$ cat config.mk
export PLATFORM = sky130hd
export DESIGN_NAME = fetch_stage
export DESIGN_NICKNAME = d
export VERILOG_FILES = /design/src/rtl/fetch_stage.sv
export SDC_FILE = /design/constraint.sdc
export NUM_CORES = 1
export LEC_CHECK = 0
export CAP_MARGIN = 15
export CORE_ASPECT_RATIO = 0.7
export CORE_MARGIN = 3
export CORE_UTILIZATION = 50
export CTS_CLUSTER_DIAMETER = 50
export CTS_CLUSTER_SIZE = 28
export DETAILED_ROUTE_END_ITERATION = 10
export GPL_TIMING_DRIVEN = 1
export PLACE_DENSITY = 0.77
export SYNTH_ARGS = -nofsm -noshare
export SYNTH_HDL_FRONTEND = slang
export SYNTH_SLANG_ARGS = --single-unit
$ cat constraint.sdc
create_clock -name clk -period 3.96 [get_ports clk]
set_input_delay 0.792 -clock clk [delete_from_list [all_inputs] [get_ports clk]]
set_output_delay 0.792 -clock clk [all_outputs]
set_load 0.05 [all_outputs]
$ cat src/rtl/fetch_stage.sv
// RV32I instruction-fetch stage: owns the PC, keeps at most one IMEM request in flight,
// and drives the IF/ID register, with a one-entry skid for stalls and flush on EX redirect.
module fetch_stage #(
    parameter int unsigned                REG_DATA_WIDTH = 32,
    parameter logic [REG_DATA_WIDTH-1:0]  PC_RESET       = 32'h0000_0000,
    parameter logic [REG_DATA_WIDTH-1:0]  NOP_INSTR      = 32'h0000_0013
) (
    input  logic                      clk,
    input  logic                      rst_n,
    input  logic                      Pipe_stall,
    input  logic                      EX_Branch_taken,
    input  logic [REG_DATA_WIDTH-1:0] EX_Branch_target,
    output logic                      IMEM_req,
    output logic [REG_DATA_WIDTH-1:0] IMEM_addr,
    input  logic                      IMEM_rvalid,
    input  logic [REG_DATA_WIDTH-1:0] IMEM_rdata,
    output logic                      ID_Valid,
    output logic [REG_DATA_WIDTH-1:0] ID_PC,
    output logic [REG_DATA_WIDTH-1:0] ID_PC_plus4,
    output logic [REG_DATA_WIDTH-1:0] ID_Instruction
);

    localparam logic [REG_DATA_WIDTH-1:0] PC_INC     = REG_DATA_WIDTH'(3'd4);
    localparam logic [REG_DATA_WIDTH-1:0] ALIGN_MASK = ~(REG_DATA_WIDTH'(2'b11));

    typedef enum logic [1:0] {
        S_IDLE = 2'd0,
        S_WAIT = 2'd1,
        S_HOLD = 2'd2
    } state_e;

    state_e                    state_q;
    logic [REG_DATA_WIDTH-1:0] pc_q;
    logic [REG_DATA_WIDTH-1:0] fetch_pc_q;
    logic [REG_DATA_WIDTH-1:0] skid_pc_q;
    logic [REG_DATA_WIDTH-1:0] skid_instr_q;
    logic                      drop_q;
    logic                      id_valid_q;
    logic [REG_DATA_WIDTH-1:0] id_pc_q;
    logic [REG_DATA_WIDTH-1:0] id_pc4_q;
    logic [REG_DATA_WIDTH-1:0] id_instr_q;
    logic                      req_s;

    // Request decode: a new fetch goes out whenever the stage has nothing in flight or held.
    always_comb begin
        req_s = 1'b0;
        if (!rst_n || EX_Branch_taken) begin
            req_s = 1'b0;
        end else begin
            case (state_q)
                S_IDLE:  req_s = 1'b1;
                S_WAIT:  req_s = IMEM_rvalid && !drop_q && !Pipe_stall;
                S_HOLD:  req_s = !Pipe_stall;
                default: req_s = 1'b0;
            endcase
        end
    end

    assign IMEM_req       = req_s;
    assign IMEM_addr      = pc_q;
    assign ID_Valid       = id_valid_q;
    assign ID_PC          = id_pc_q;
    assign ID_PC_plus4    = id_pc4_q;
    assign ID_Instruction = id_instr_q;

    // Fetch FSM, PC, skid and IF/ID register; a redirect overrides every other update.
    always_ff @(posedge clk or negedge rst_n) begin
        if (!rst_n) begin
            state_q      <= S_IDLE;
            pc_q         <= PC_RESET;
            fetch_pc_q   <= PC_RESET;
            skid_pc_q    <= '0;
            skid_instr_q <= NOP_INSTR;
            drop_q       <= 1'b0;
            id_valid_q   <= 1'b0;
            id_pc_q      <= '0;
            id_pc4_q     <= PC_INC;
            id_instr_q   <= NOP_INSTR;
        end else if (EX_Branch_taken) begin
            pc_q       <= EX_Branch_target & ALIGN_MASK;
            id_valid_q <= 1'b0;
            id_instr_q <= NOP_INSTR;
            // A response still on its way must be swallowed before fetching the new path.
            if (state_q == S_WAIT && !IMEM_rvalid) begin
                drop_q  <= 1'b1;
                state_q <= S_WAIT;
            end else begin
                drop_q  <= 1'b0;
                state_q <= S_IDLE;
            end
        end else begin
            if (req_s) begin
                fetch_pc_q <= pc_q;
                pc_q       <= pc_q + PC_INC;
            end
            case (state_q)
                S_IDLE: begin
                    state_q <= S_WAIT;
                    if (!Pipe_stall) begin
                        id_valid_q <= 1'b0;
                        id_instr_q <= NOP_INSTR;
                    end
                end
                S_WAIT: begin
                    if (IMEM_rvalid && drop_q) begin
                        drop_q  <= 1'b0;
                        state_q <= S_IDLE;
                        if (!Pipe_stall) begin
                            id_valid_q <= 1'b0;
                            id_instr_q <= NOP_INSTR;
                        end
                    end else if (IMEM_rvalid && Pipe_stall) begin
                        skid_pc_q    <= fetch_pc_q;
                        skid_instr_q <= IMEM_rdata;
                        state_q      <= S_HOLD;
                    end else if (IMEM_rvalid) begin
                        id_valid_q <= 1'b1;
                        id_pc_q    <= fetch_pc_q;
                        id_pc4_q   <= fetch_pc_q + PC_INC;
                        id_instr_q <= IMEM_rdata;
                    end else if (!Pipe_stall) begin
                        id_valid_q <= 1'b0;
                        id_instr_q <= NOP_INSTR;
                    end
                end
                S_HOLD: begin
                    if (!Pipe_stall) begin
                        id_valid_q <= 1'b1;
                        id_pc_q    <= skid_pc_q;
                        id_pc4_q   <= skid_pc_q + PC_INC;
                        id_instr_q <= skid_instr_q;
                        state_q    <= S_WAIT;
                    end
                end
                default: begin
                    state_q <= S_IDLE;
                end
            endcase
        end
    end

endmodule

Word level (Yosys, flattened, before mapping)
Index checks and enable logic that the tools add are counted.
- mux-type cells: 38
- equality and inequality tests: 9
- bitwise gates (word level): 2
- reduce and logical (&&, ||, !) cells: 22
- $add $sub $neg: 3
- operators with widths (operator ; count):
    32-bit two-way mux ; 16
    32-bit one-hot mux with 2 select lines ; 2
    32-bit by 3-bit adder with 32-bit output, second input constant ; 3
    32-bit one-hot mux with 3 select lines ; 1
    1-bit two-way mux ; 12
    2-bit two-way mux ; 4
    2-bit inequality test, second input constant ; 4
    2-bit nonzero test ; 4
    1-bit one-hot mux with 3 select lines ; 2
    2-bit one-hot mux with 3 select lines ; 1
    2-bit AND reduction ; 3
    6-bit AND reduction ; 1
    1-bit logical AND ; 5
    1-bit zero test ; 4
    4-bit by 2-bit inequality test with 1-bit output, second input constant ; 1
    4-bit inequality test, second input constant ; 1
    4-bit AND reduction ; 1
    4-bit nonzero test ; 1
    3-bit inequality test, second input constant ; 1
    3-bit AND reduction ; 1
    2-bit by 1-bit == test with 1-bit output, second input constant ; 1
    2-bit == test, second input constant ; 1
    2-bit zero test ; 1
    1-bit NOT ; 2
    1-bit logical OR ; 1
- word-level logic and storage cells: 84
- bits in registers: 228
- input port bits: 69

Depth between registers and ports, before layout
- depth in word-level cells: 7
- depth in mapped cells: 13
- depth with buffers taken out: 9

Worst setup path after synthesis
Ideal clock, no wire load.
- path kind: input -> output
- start: input Pipe_stall
- end: output IMEM_req
- stages: 6
- data required time: 3.168 ns
- path slack: 0.867 ns
- arrival time: 2.301 ns
- cell sequence: buf_2 > and4bb_1 > o311ai_4 > inv_2 > buf_2 > buf_1
- cells in the longest elaborated chain, start to end: 4
- RTL lines (what ; RTL line ; RTL):
    start, declared ; 10 ; input logic Pipe_stall,
    1-bit zero test * ; -- ;
    1-bit logical AND ; 52 ; S_WAIT: req_s = IMEM_rvalid && !drop_q && !Pipe_stall;
    1-bit one-hot mux with 3 select lines * ; 50 ; case (state_q)
    1-bit two-way mux * ; 47 ; if (!rst_n || EX_Branch_taken) begin
    end, declared ; 13 ; output logic IMEM_req,
Every way passes the cells marked *; elsewhere a longest branch is shown, timed or not.

Worst setup path after layout
- start: register state_q[0]
- end: output IMEM_req
- cells in the longest elaborated chain, start to end: 3
- elaborated cells between the ends (all ways): 5
- those cells by class: 2 x eq/ne; 2 x mux; 1 x reduce/logical
- RTL lines (what ; RTL line ; RTL):
    start, declared ; 32 ; state_e state_q;
    start signal, assigned ; 69 ; state_q <= S_IDLE;
    start signal, assigned ; 86 ; state_q <= S_WAIT;
    start signal, assigned ; 89 ; state_q <= S_IDLE;
    2-bit == test, or another cell as far along ; 50 ;
    1-bit one-hot mux with 3 select lines * ; 50 ;
    1-bit two-way mux * ; 47 ;
Marks and branches as above.

==> impl_metrics.prom <==
# TYPE chip_impl_metric gauge
chip_impl_info{name="critical-path-slowest-cell",value="sky130_fd_sc_hd__ha_4"} 1
chip_impl_metric{name="final_hold_viol_count",unit=""} 0
chip_impl_metric{name="internal_power",unit="mW"} 5.63
chip_impl_metric{name="yosys_warnings",unit=""} 0
chip_impl_info{name="tritoncts_clock_tree",value="yes"} 1
chip_impl_metric{name="synth_compound_area_frac",unit=""} 0.150
chip_impl_metric{name="antenna_found_initial",unit=""} 0
chip_impl_metric{name="total_area_of_multi_input_combinational_cells",unit="µm²"} 4740
chip_impl_metric{name="leftover_overflow_at_the_end_of_global_routing",unit=""} 0
chip_impl_info{name="synth_area_leaders",value="sky130_fd_sc_hd__dfrtp_1 (50%), sky130_fd_sc_hd__nand2_1 (8.3%), sky130_fd_sc_hd__mux2_2 (4.2%)"} 1
chip_impl_metric{name="netlist-cell-type-count",unit=""} 71
chip_impl_info{name="synth_commonest_cells",value="sky130_fd_sc_hd__nand2_1 (233), sky130_fd_sc_hd__dfrtp_1 (211), sky130_fd_sc_hd__o21ai_0 (81)"} 1
chip_impl_metric{name="design.core.area",unit="µm²"} 20300
chip_impl_metric{name="combinational_group_share_of_total_power",unit=""} 0.437
chip_impl_metric{name="r2r_cells",unit=""} 9
chip_impl_metric{name="layout.cell_area.non_filler",unit="µm²"} 13300
chip_impl_metric{name="grt_usage",unit=""} 0.229
chip_impl_metric{name="crit_fanout",unit=""} 44
chip_impl_metric{name="clk_transition_reported_paths",unit="ns"} 0.08
chip_impl_metric{name="core.rowCount",unit=""} 43
chip_impl_metric{name="dieHeight",unit="µm"} 128
chip_impl_metric{name="ys_seq_area_frac",unit=""} 0.518
chip_impl_metric{name="grt_max_degree",unit=""} 70
chip_impl_info{name="yosys.cell_count.top_type",value="sky130_fd_sc_hd__nand2_1"} 1
chip_impl_metric{name="synth-adder-area-share",unit=""} 0.00711
chip_impl_metric{name="max_slew_margin",unit=""} 0.440
chip_impl_metric{name="cts_max_level",unit=""} 1
chip_impl_metric{name="share_clk_of_total_power",unit=""} 0.188
chip_impl_info{name="type_of_the_worst_setup_path",value="reg2out"} 1
chip_impl_metric{name="setup_viol_count_final",unit=""} 0
chip_impl_metric{name="drt_pass1_iterations",unit=""} 5
chip_impl_metric{name="share_of_cells_above_drive_strength_1",unit=""} 0.100
chip_impl_metric{name="async_flop_share",unit=""} 1.00
chip_impl_metric{name="post_synth_and_or_nand_nor_area_fraction",unit=""} 0.176
chip_impl_metric{name="cts_max_path_buffers",unit=""} 3
chip_impl_metric{name="grt_pass1_wl",unit="µm"} 43400
chip_impl_metric{name="drc",unit=""} 0
chip_impl_metric{name="floorplan.die.width",unit="µm"} 180
chip_impl_metric{name="nNetsFinal",unit=""} 1272
chip_impl_metric{name="synth.area.mux_share",unit=""} 0.0968
chip_impl_metric{name="layout-area-overhead-vs-synth",unit="%"} 25.8
chip_impl_metric{name="power_per_cell_area",unit="nW/µm²"} 759
chip_impl_metric{name="syn-mean-instance-area",unit="µm²"} 10.2
chip_impl_metric{name="port_buffers",unit=""} 190
chip_impl_metric{name="fin_setup_tns",unit="ns"} 0
chip_impl_metric{name="timing.clock.skew",unit="ns"} 0.0166
chip_impl_metric{name="worstSkewPairLatency",unit="ns"} 0.50
chip_impl_metric{name="postCtsHoldBufs",unit=""} 0
chip_impl_info{name="crit-reg2reg-capture",value="ID_PC_plus4[28]"} 1
chip_impl_metric{name="antenna_violating_nets_post_route",unit=""} 0
chip_impl_metric{name="max-cap-violations",unit=""} 0
chip_impl_metric{name="power.static_leakage",unit="nW"} 5.65
chip_impl_metric{name="viasPerCell",unit=""} 5.78
chip_impl_metric{name="route.vias.total",unit=""} 8551
chip_impl_info{name="grt_setup_unrepaired",value="no"} 1
chip_impl_metric{name="drt_iter0_drc",unit=""} 795
chip_impl_metric{name="number_of_synthesized_flops_with_an_enable_pin",unit=""} 0
chip_impl_metric{name="part_of_the_power_in_registers",unit=""} 0.375
chip_impl_metric{name="min_period",unit="ns"} 3.27
chip_impl_metric{name="gpl.final_weighted_congestion",unit=""} 0.855
chip_impl_metric{name="ir_drop",unit="V"} 0.000288
chip_impl_metric{name="n_antenna_cell",unit=""} 0
chip_impl_metric{name="cp_data_arrival_time",unit="ns"} 2.48
chip_impl_info{name="synth_top_family_by_area",value="simple AND/OR/NAND/NOR gates"} 1
chip_impl_metric{name="yosys.area.top_type_share",unit=""} 0.500
chip_impl_metric{name="timing_max_transition_violations_final",unit=""} 0
chip_impl_metric{name="tritoncts.num_buffers",unit=""} 19
chip_impl_metric{name="grt_pass1_vias",unit=""} 7995
chip_impl_metric{name="total_standard_cell_area_after_synthesis",unit="µm²"} 10600
chip_impl_metric{name="finish.utilization",unit=""} 0.655
chip_impl_metric{name="post_dp_cell_area",unit="µm²"} 12700
chip_impl_metric{name="fmax",unit="MHz"} 306
chip_impl_info{name="worstPathCellList",value="inv_1 > ha_4 > nor2b_1 > o311ai_4 > inv_2 > buf_12"} 1
chip_impl_info{name="cts-root-buf",value="sky130_fd_sc_hd__clkbuf_16"} 1
chip_impl_info{name="synthFlopType",value="sky130_fd_sc_hd__dfrtp_1"} 1
chip_impl_metric{name="num-fill-cells",unit=""} 1627
chip_impl_info{name="synth.largest_area_cell",value="sky130_fd_sc_hd__dfrtp_1"} 1
chip_impl_metric{name="r2r_setup_slack",unit="ns"} 0.95
chip_impl_metric{name="tightest_slew",unit="ns"} 0.840
chip_impl_metric{name="synth_seq_cells",unit=""} 218
chip_impl_metric{name="synthesis.instances",unit=""} 1033
chip_impl_metric{name="initial_utilization",unit=""} 0.520
chip_impl_metric{name="cp_slowest_stage_delay",unit="ns"} 0.53
chip_impl_metric{name="routed_wl_per_cell",unit="µm"} 18.1
chip_impl_metric{name="cts.sink_count",unit=""} 218
chip_impl_info{name="crit_path_start_kind",value="flip-flop"} 1
chip_impl_info{name="outcome",value="finished clean"} 1
chip_impl_metric{name="count_of_boundary_i_o_pins",unit=""} 199
chip_impl_metric{name="synth-xor-area-share",unit=""} 0.0149
chip_impl_info{name="class_of_the_most_critical_hold_timing_path",value="in2async"} 1
chip_impl_metric{name="min_period_over_period",unit=""} 0.827
chip_impl_metric{name="sequential_cell_area",unit="µm²"} 5460
chip_impl_metric{name="critPathRequiredTime",unit="ns"} 3.17
chip_impl_metric{name="cts_repair_resize_count",unit=""} 0
chip_impl_metric{name="floorplan.die_area",unit="µm²"} 22900
chip_impl_metric{name="dp_hpwl",unit="µm"} 19200
chip_impl_metric{name="post_cts_buffers",unit=""} 0
chip_impl_metric{name="sw_frac_of_total",unit=""} 0.442
chip_impl_info{name="r2r-start",value="state_q[0]"} 1
chip_impl_metric{name="netSwitchingPower",unit="mW"} 4.45
chip_impl_info{name="timing.critical_path.to_type",value="output pin"} 1
chip_impl_metric{name="detail_route.wirelength",unit="µm"} 26800
-- kinds of logic after synthesis --
| family | Yosys count |
|---|---|
| adder cells (fa/ha/maj) | 6 |
| multiplexers | 94 |
| XOR/XNOR | 18 |
| AO/OA/AOI/OAI | 233 |
| AND/OR/NAND/NOR | 384 |
| other | 1 |
| buffers and inverters | 79 |
| flip-flops | 218 |
-- power groups by stage --
stage | sequential, mW | combinational, mW | clock (mW)
2_1_floorplan | 4.73 | 1.96 | 0
3_3_place_gp | 3.75 | 4.30 | 0
3_5_place_dp | 3.80 | 4.40 | 0
4_1_cts | 3.76 | 4.42 | 1.94
5_1_grt | 3.88 | 4.75 | 2.02
6_report | 3.78 | 4.41 | 1.89
-- per-stage QoR --
| step | setup WS [ns] | total power [mW] | std cells | hold WS [ns] |
|---|---|---|---|---|
| finish | 0.687 | 10.1 | 1479 | 0.128 |
| global route | 0.531 | 10.6 | 1479 | 0.122 |
| CTS | 0.643 | 10.1 | 1479 | 0.119 |
| detailed placement | 0.682 | 8.20 | 1446 | 0.459 |
| global placement | 0.729 | 8.05 | 1446 | 0.455 |
| floorplan | 0.867 | 6.68 | 1038 | 0.458 |
-- placed cells by master, fill, tap and decap left out, types with 9 or more instances in the layout --
master | netlist | routed
sky130_fd_sc_hd__o311ai_0 | 10 | 10
sky130_fd_sc_hd__o21ai_1 | 13 | 12
sky130_fd_sc_hd__a22oi_1 | 36 | 36
sky130_fd_sc_hd__o211ai_1 | 13 | 13
sky130_fd_sc_hd__a21oi_1 | 16 | 16
sky130_fd_sc_hd__nor2_1 | 26 | 26
sky130_fd_sc_hd__nand4_1 | 20 | 20
sky130_fd_sc_hd__xnor2_1 | 14 | 14
sky130_fd_sc_hd__buf_4 | 8 | 17
sky130_fd_sc_hd__a21o_1 | 12 | 12
sky130_fd_sc_hd__o21ai_0 | 81 | 81
sky130_fd_sc_hd__nor3_1 | 9 | 9
sky130_fd_sc_hd__clkbuf_16 | 0 | 19
sky130_fd_sc_hd__mux2i_1 | 29 | 29
sky130_fd_sc_hd__mux2_1 | 26 | 26
sky130_fd_sc_hd__clkdlybuf4s50_1 | 0 | 188
sky130_fd_sc_hd__nand3b_1 | 9 | 9
sky130_fd_sc_hd__dfrtp_1 | 211 | 211
sky130_fd_sc_hd__mux2_2 | 39 | 39
sky130_fd_sc_hd__nand2_1 | 233 | 233
sky130_fd_sc_hd__nand3_1 | 32 | 32
-- cell type report --
cell class | count | share of cell area
Sequential cell | 218 | 0.411
Multi-Input combinational cell | 741 | 0.357
Timing Repair Buffer | 209 | 0.157
Clock buffer | 21 | 0.0371
Tap cell | 270 | 0.0254
Clock inverter | 12 | 0.00980
Inverter | 8 | 0.00226
-- per-layer routing --
metal,share of wire,global-route usage,up-vias
met5,0,0,-
met4,0.012,0.0327,0
met3,0.075,0.0424,24
met2,0.41,0.322,315
met1,0.50,0.374,4189
li1,-,-,4023
-- critical path, delay by kind of cell (launching register included) --
kind	cells	cell delay (ns)
adders and majority gates	1	0.53
AOI/OAI and AO/OA	1	0.13
buffers and inverters	3	0.58
and+or+nand+nor	1	0.33
DFF	1	0.41
-- sequential cells by signal, indices dropped and copies added, names as in the netlist --
name	count
ID_PC_plus4	30
ID_Valid	1
state_q	2
fetch_pc_q	30
ID_Instruction	32
drop_q	1
ID_PC	30
IMEM_addr	30
skid_instr_q	32
skid_pc_q	30
-- worst max path at each step --
stage,from,end,slack [ns],depth (start not counted)
finish,state_q[0],IMEM_req,0.69,6
global placement,IMEM_rvalid,skid_instr_q[6],0.73,5
CTS,state_q[0],IMEM_req,0.64,6
detailed placement,IMEM_rvalid,skid_instr_q[7],0.68,5
floorplan,Pipe_stall,IMEM_req,0.87,6
global route,state_q[0],IMEM_req,0.53,6
(Power assumes the default switching activity.)
